<file path="config.mk">
export PLATFORM = sky130hd
export DESIGN_NAME = pseudo_datapath
export DESIGN_NICKNAME = d
export VERILOG_FILES = /design/src/rtl/pseudo_datapath.sv
export SDC_FILE = /design/constraint.sdc
export NUM_CORES = 1
export LEC_CHECK = 0
export BUFFER_PORTS_ARGS = -buffer_cell sky130_fd_sc_hd__buf_4
export CORE_MARGIN = 2
export CORE_UTILIZATION = 53
export DETAILED_ROUTE_END_ITERATION = 10
export HOLD_SLACK_MARGIN = 0.06
export PLACE_DENSITY = 0.73
export SETUP_SLACK_MARGIN = 0.15
export SLEW_MARGIN = 25
export SYNTH_ARGS = -nofsm -noshare
export SYNTH_HDL_FRONTEND = slang
export SYNTH_SLANG_ARGS = --single-unit
</file>
<file path="constraint.sdc">
create_clock -name clk -period 2.49 [get_ports clk]
set_clock_uncertainty 0.05 [all_clocks]
set_input_delay 0.1245 -clock clk [delete_from_list [all_inputs] [get_ports clk]]
set_output_delay 0.1245 -clock clk [all_outputs]
set_load 0.1 [all_outputs]
</file>
<file path="src/rtl/pseudo_datapath.sv">
// Microcoded datapath stage: accumulator, 4-entry register file, carry flag,
// valid/ready input port and 1-entry output buffer. Optional macro PSEUDO_DP_SATURATE_EN.
module pseudo_datapath #(
    parameter int unsigned P_WIDTH          = 8,
    parameter int unsigned P_NUM_D_CTRLBITS = 5
) (
    input  logic                        clk,
    input  logic                        rst,
    input  logic [P_NUM_D_CTRLBITS-1:0] dp_ctrl,
    output logic                        cres,
    input  logic [P_WIDTH-1:0]          in_data,
    input  logic                        in_valid,
    output logic                        in_ready,
    output logic [P_WIDTH-1:0]          out_data,
    output logic                        out_valid,
    input  logic                        out_ready,
    output logic [P_WIDTH-1:0]          acc
);

    localparam int unsigned W       = P_WIDTH;
    localparam int unsigned NUM_REG = 4;

    localparam logic [2:0] OP_NOP = 3'b000;
    localparam logic [2:0] OP_LD  = 3'b001;
    localparam logic [2:0] OP_ST  = 3'b010;
    localparam logic [2:0] OP_ADD = 3'b011;
    localparam logic [2:0] OP_SUB = 3'b100;
    localparam logic [2:0] OP_INP = 3'b101;
    localparam logic [2:0] OP_OUT = 3'b110;
    localparam logic [2:0] OP_TST = 3'b111;

    // The opcode/select split only makes sense for a 5-bit control word.
    generate
        if (P_NUM_D_CTRLBITS != 5) begin : g_ctrl_width_check
            $error("pseudo_datapath: P_NUM_D_CTRLBITS must be 5");
        end
    endgenerate

    logic [2:0]   opcode;
    logic [1:0]   sel;
    logic [W-1:0] rf [NUM_REG];
    logic         carry;
    logic [W-1:0] rs;
    logic [W:0]   sum;
    logic [W-1:0] diff;
    logic         borrow;
    logic [W-1:0] add_res;
    logic [W-1:0] sub_res;
    logic         buf_free;

    logic [W-1:0] acc_d;
    logic         carry_d;
    logic         rf_we;
    logic         out_load;

    assign opcode   = dp_ctrl[4:2];
    assign sel      = dp_ctrl[1:0];
    assign rs       = rf[sel];
    assign sum      = {1'b0, acc} + {1'b0, rs};
    assign diff     = acc - rs;
    assign borrow   = (acc < rs);
    assign buf_free = !out_valid || out_ready;

    // Arithmetic result selection; carry/borrow flag is identical in both builds.
    always_comb begin
        add_res = sum[W-1:0];
        sub_res = diff;
`ifdef PSEUDO_DP_SATURATE_EN
        if (sum[W]) begin
            add_res = '1;
        end
        if (borrow) begin
            sub_res = '0;
        end
`else
        add_res = sum[W-1:0];
        sub_res = diff;
`endif
    end

    // Next-state decode of the control word.
    always_comb begin
        acc_d    = acc;
        carry_d  = carry;
        rf_we    = 1'b0;
        out_load = 1'b0;
        case (opcode)
            OP_LD:  acc_d = rs;
            OP_ST:  rf_we = 1'b1;
            OP_ADD: begin
                acc_d   = add_res;
                carry_d = sum[W];
            end
            OP_SUB: begin
                acc_d   = sub_res;
                carry_d = borrow;
            end
            OP_INP: begin
                if (in_valid) begin
                    acc_d = in_data;
                end
            end
            OP_OUT: out_load = buf_free;
            default: ;
        endcase
    end

    // Same-cycle condition result and input accept; both forced low in reset.
    always_comb begin
        cres     = 1'b0;
        in_ready = 1'b0;
        if (rst) begin
            case (opcode)
                OP_INP: begin
                    in_ready = in_valid;
                    cres     = !in_valid;
                end
                OP_OUT: cres = !buf_free;
                OP_TST: begin
                    case (sel)
                        2'b00:   cres = (acc == '0);
                        2'b01:   cres = carry;
                        2'b10:   cres = acc[W-1];
                        default: cres = 1'b1;
                    endcase
                end
                OP_NOP, OP_LD, OP_ST, OP_ADD, OP_SUB: cres = 1'b0;
                default: cres = 1'b0;
            endcase
        end
    end

    // Architectural state.
    always_ff @(posedge clk) begin
        if (!rst) begin
            acc   <= '0;
            carry <= 1'b0;
            for (int i = 0; i < NUM_REG; i++) begin
                rf[i] <= '0;
            end
        end else begin
            acc   <= acc_d;
            carry <= carry_d;
            if (rf_we) begin
                rf[sel] <= acc;
            end
        end
    end

    // Output buffer: a load in a draining cycle keeps it full with the new word.
    always_ff @(posedge clk) begin
        if (!rst) begin
            out_data  <= '0;
            out_valid <= 1'b0;
        end else if (out_load) begin
            out_data  <= acc;
            out_valid <= 1'b1;
        end else if (out_valid && out_ready) begin
            out_valid <= 1'b0;
        end
    end

endmodule

</file>
Word level (Yosys, flattened, before mapping)
Memory sizes are Yosys's and may differ from the RTL's.
Cells that the tools add are included.
{"block": "word_totals", "register_bits": 18, "ram_bits": 32, "in_bits": 17, "wordCells": 51, "memories": 1}
{"block": "op_classes", "addsub": 2, "order_cmp": 1, "n_eq_ne": 10, "mux": 19, "reduce_logical": 14}
{"name": "rf", "words": 4, "width": 8, "read_ports": 1, "rd_ports_with_merged_regs": 0, "wr": 4, "line": "41", "text": "logic [W-1:0] rf [NUM_REG];"}
{"op": "case mux 8 bit (4 select lines)", "count": 1}
{"op": "two-way mux 8 bit", "count": 2}
{"op": "== test 3 bit, second input constant", "count": 4}
{"op": "two-way mux 1 bit", "count": 12}
{"op": "adder 8 x 8 -> 9 bit", "count": 1}
{"op": "logical NOT 8 bit", "count": 1}
{"op": "< comparator 8 bit", "count": 1}
{"op": "OR reduction 8 bit", "count": 1}
{"op": "subtractor 8 bit", "count": 1}
{"op": "== test 3 x 2 -> 1 bit, second input constant", "count": 2}
{"op": "OR reduction 5 bit", "count": 1}
{"op": "case mux 1 bit (4 select lines)", "count": 1}
{"op": "nonzero test 2 bit", "count": 2}
{"op": "nonzero test 4 bit", "count": 1}
{"op": "== test 3 x 1 -> 1 bit, second input constant", "count": 1}
{"op": "logical NOT 1 bit", "count": 3}
{"op": "logical NOT 3 bit", "count": 1}
{"op": "case mux 1 bit (3 select lines)", "count": 1}
{"op": "== test 2 x 1 -> 1 bit, second input constant", "count": 1}
{"op": "== test 2 bit, second input constant", "count": 1}
{"op": "logical NOT 2 bit", "count": 1}
{"op": "two-way mux 2 bit", "count": 1}
{"op": "!= test 2 bit, second input constant", "count": 1}
{"op": "case mux 1 bit (2 select lines)", "count": 1}
{"op": "3 further kinds", "count": 3}

Longest topological paths before layout
{"block": "depth", "ltp_word": 7, "mapped_depth": 11}

Worst setup path before layout
No wires, ideal clock.
{"block": "synth_timing", "path_kind": "reg2out", "from": "reg acc[7]", "to": "out cres", "arrival_ps": 4371, "t_required_ps": 2316, "slack_ps": -2055, "stages_incl_launch_ff": 5, "path_cell_list": "dfxtp_1 a21oi_1 o211ai_1 a31oi_1 nor4_1"}
{"block": "synth_via", "elab_chain_len": 4}
{"element": "from (decl)", "line": "17", "text": "output logic [P_WIDTH-1:0] acc"}
{"element": "from (signal assigned)", "line": "136", "text": "acc <= '0;"}
{"element": "from (signal assigned)", "line": "142", "text": "acc <= acc_d;"}
{"element": "logical NOT 8 bit", "line": "121", "text": "2'b00: cres = (acc == '0);"}
{"element": "case mux 1 bit (3 select lines) *", "line": "120", "text": "case (sel)"}
{"element": "case mux 1 bit (4 select lines) *", "line": "113", "text": "case (opcode)"}
{"element": "two-way mux 1 bit *", "line": "112", "text": "if (rst) begin"}
{"element": "to (decl)", "line": "10", "text": "output logic cres,"}
Mark *: on every way between the ends. The rest lies on a longest branch, timed or not.

Worst setup path after layout
{"block": "layout_timing", "from": "mem rf[3][0] (netlist bit)", "to": "reg acc[4]"}
{"block": "layout_via", "elab_chain_len": 3, "word_cells_on_any_way": 4}
{"element": "from (decl)", "line": "41"}
{"element": "memory read (4 x 8 bit) *"}
{"element": "subtractor 8 bit / adder 8 x 8 -> 9 bit (equally long branches)", "line": "60, 59"}
{"element": "case mux 8 bit (4 select lines) *", "line": "87", "text": "case (opcode)"}
Marked as above.
A chain may end at the register's enable or synchronous reset.

==> key figures <==
Finish
  – Share of post-route cells with drive strength above 1: 28.5%
  – N_diodes: 0
  – # nets final: 414
  – Seq. cell area: approximately 0.0013 mm2
  – Commonest non-fill, non-tap cell in the layout: buf_4
  – Fillers: roughly 470
  – Multi-input gate area: between 0.0015 and 0.002 mm2
  – Fin cells: 454
  – Utilization after layout: roughly two thirds
  – Area Overhead vs Synth: 21.2%
  – Commonest non-fill, non-tap cells in the layout: buf_4, edfxtp_1, nor2_1

Power
  – Sequential power share: roughly 45%
  – Switching share of power: between 30% and 40%
  – Comb power frac: a little under a third
  – PwrDens: roughly 550 mW/mm2
  – Peak VDD IR: between 0.0004 and 0.0005 V
  – Psw: 0.782 mW
  – Pint: 1.38 mW
  – Tot Pwr: ~2.2 mW
  – P_leak: 1.60 nW
  – Clock Power Share: roughly a quarter

Status
  – Status: finished clean

Drt
  – Via count: 2901
  – First-pass iteration count of the detailed router: 4
  – DR iter-0 viols: about 200
  – Drt wl/cell: 20.2 um
  – DR DRC count: 0
  – Routed wire length: roughly 9000 um
  – Post-route ant nets: 0
  – Vias per cell: between 6 and 7

STA
  – Worst slew pin tran: approximately 580 ps
  – Final Critical Period: about 2500 ps
  – Slew Viols, Final: 0
  – Max Clk Rate: slightly above 0.4 GHz
  – Finish-stage setup viols: 0
  – RSZ-0062 raised after global routing: true
  – Final worst slack: a little over 9 ps
  – Final period util: 99.6%
  – Endpoints failing hold: 0
  – Worst rel slew slack: about three fifths

Synthesis
  – Prevailing post-synth register cell: edfxtp_1
  – Synth Warn #: 0
  – Number of synthesized register bits: 50
  – Yosys top cell area share: 29.8%
  – Syn nets: roughly 370
  – Cell Area, Synth: ~0.0032 mm2
  – Area contributors post-synth: edfxtp_1, dfxtp_1, ha_1
  – Yosys top cell by area: edfxtp_1
  – Async SR Flop Fraction: 0%
  – EDFF count, synth: 32
  – Syn avg cell area: between 9 and 10 um2
  – Mapped Cells: 329
  – Synth cell types: 53
  – Sequential share of the synthesized area: around 40%

Clock tree
  – Latest clock arrival within the worst-skew pair: around 310 ps
  – H-tree levels: 2
  – CTS tree: done
  – CTS clk-pin slew, worst paths: ~100 ps
  – Root Driver: clkbuf_8
  – Clk buf depth: 2
  – Total CTS buffers: 5
  – CTS sink count: 50

Global route
  – First-pass GRT wire length: between 10000 and 15000 um
  – Pin count of the biggest net entering global routing: 23
  – Total GRT Usage: between 20 and 30%
  – Initial antenna violation count: 0
  – Grt total ovfl: 0
  – Number of global-route vias before repair: 2841

Placed design
  – RePlAce Congestion: ~0.96
  – Pre-CTS setup slack: -3.47 ps
  – Placed cell count: 440
  – PortBufs: 35
  – Post-DP HPWL: between 6000 and 7000 um

Setup path
  – Slowest stage cell, crit path: mux4_2
  – Critical Path, Cell by Cell: mux4_2 -> ha_4 -> fa_2 -> nand2b_4 -> a21oi_2 -> or3_1 -> a32o_1 -> a21oi_1
  – Critical Path Sink Type: register
  – Max incr delay on CP: around 550 ps
  – Worst setup SP type: register
  – Worst path required time: 2680 ps
  – CP Max Fanout: 3
  – CP top delay family: adder cells
  – WP data arrival: 2670 ps
  – CP Buf/Inv Count: 0
  – Kind of critical path: reg -> reg

Floorplanning
  – Die area: around 0.0067 mm2
  – Die width: approximately 82 um
  – # IOs: 36
  – Core area: ~0.0059 mm2
  – Die Height: just over 80 um
  – Cell Rows: 28
  – Initial core utilization: between 50% and 60%

Hold path
  – Hold WC Path Type: in -> reg

Job
  – Max-Cap Viols: 0
## layout make-up
type | instances | share of cell area [%]
Tap cell | 75 | 2.40
Inverter | 18 | 1.73
Clock inverter | 2 | 0.448
Clock buffer | 6 | 1.86
Multi-Input combinational cell | 241 | 47.5
Sequential cell | 50 | 34.0
Timing Repair Buffer | 62 | 12.1
## worst register-to-register path: cells and delay by family (launching register included)
| family | cells | cell delay, ps |
|---|---|---|
| simple gates | 2 | 430 |
| compound gates | 3 | 420 |
| flops | 1 | 370 |
| fa+ha+maj | 2 | 590 |
| mux | 1 | 550 |
## repair_timing
item,CTS,global route
hold endpoints to repair,1,0
hold buffers,1,0
gates resized for setup,11,7
pin swaps,7,4
gates cloned,0,0
buffers inserted,4,1
endpoints found under the setup margin,6,7
## registers in the layout, summed over array words and instances (netlist names)
name       cells
rf            32
acc            8
out_data       8
carry          1
out_valid      1
## metal layers
layer  wire length, um  vias to the layer above  share of wire [%]  track usage [%]
met4               195                        0                2.1             10.5
li1                  -                     1308                  -                -
met3               560                       16                6.1             5.05
met5                 0                        -                  0                0
met2              4420                      138                 48             50.1
met1              4000                     1439                 44             38.7
## synth_stat cells (2+ instances only)
cell type	n
buf_2	6
dfxtp_1	18
a21o_1	2
nor4_1	5
mux4_2	2
mux2i_1	11
nor2b_1	4
nand2b_1	6
and3_1	16
ha_1	17
a211oi_1	5
edfxtp_1	32
and4_1	2
nor2_1	31
o2111ai_1	2
inv_1	18
nand2_1	18
fa_1	2
clkbuf_1	11
nand3b_1	3
nand3_1	12
a21oi_1	19
or2b_1	2
o2bb2ai_1	2
o22ai_1	5
o21ai_0	21
a31oi_1	6
or3_1	3
mux4_1	6
and2_1	15
nor3_1	4
a221oi_1	2
## power groups by stage
stage	logic (mW)	registers [mW]	clock network, mW
3_5_place_dp	0.619	0.988	0
3_3_place_gp	0.610	0.986	0
5_1_grt	0.722	0.976	0.543
4_1_cts	0.646	0.970	0.514
6_report	0.674	0.970	0.519
2_1_floorplan	0.330	1.08	0
## per-stage QoR
| stage | cell area [um2] | setup TNS (ps) | hold WS, ps |
|---|---|---|---|
| CTS | 3880 | 0 | 129 |
| global route | 3910 | -204 | 149 |
| floorplan | 3300 | -63.6 | 268 |
| detailed placement | 3700 | -3.47 | 382 |
| global placement | 3700 | 0 | 366 |
| finish | 3910 | 0 | 141 |
## final timing paths
kind / start / to / slack [ps] / cells after the start
max reg2reg: rf[3][0] / acc[4] / 9 / 8
min: rst / acc[6] / 140 / 3
min reg2reg: out_data[1] / out_data[1] / 460 / 2
max: rf[3][0] / acc[4] / 9 / 8
## cell families (layout without fill, tap and decap cells)
logic type                 Yosys count  in the layout  synth area share, %
DFF                                 50             50                 40.9
xor gates and xnor gates             1              1                0.271
AOI/OAI and AO/OA                   72             72                 14.1
adders and majority gates           19             19                 7.83
buffers and inverters               38             88                 5.23
and+or+nand+nor                    129            129                 21.6
muxes                               20             20                 10.0
Power figures use the tool's default switching activity.
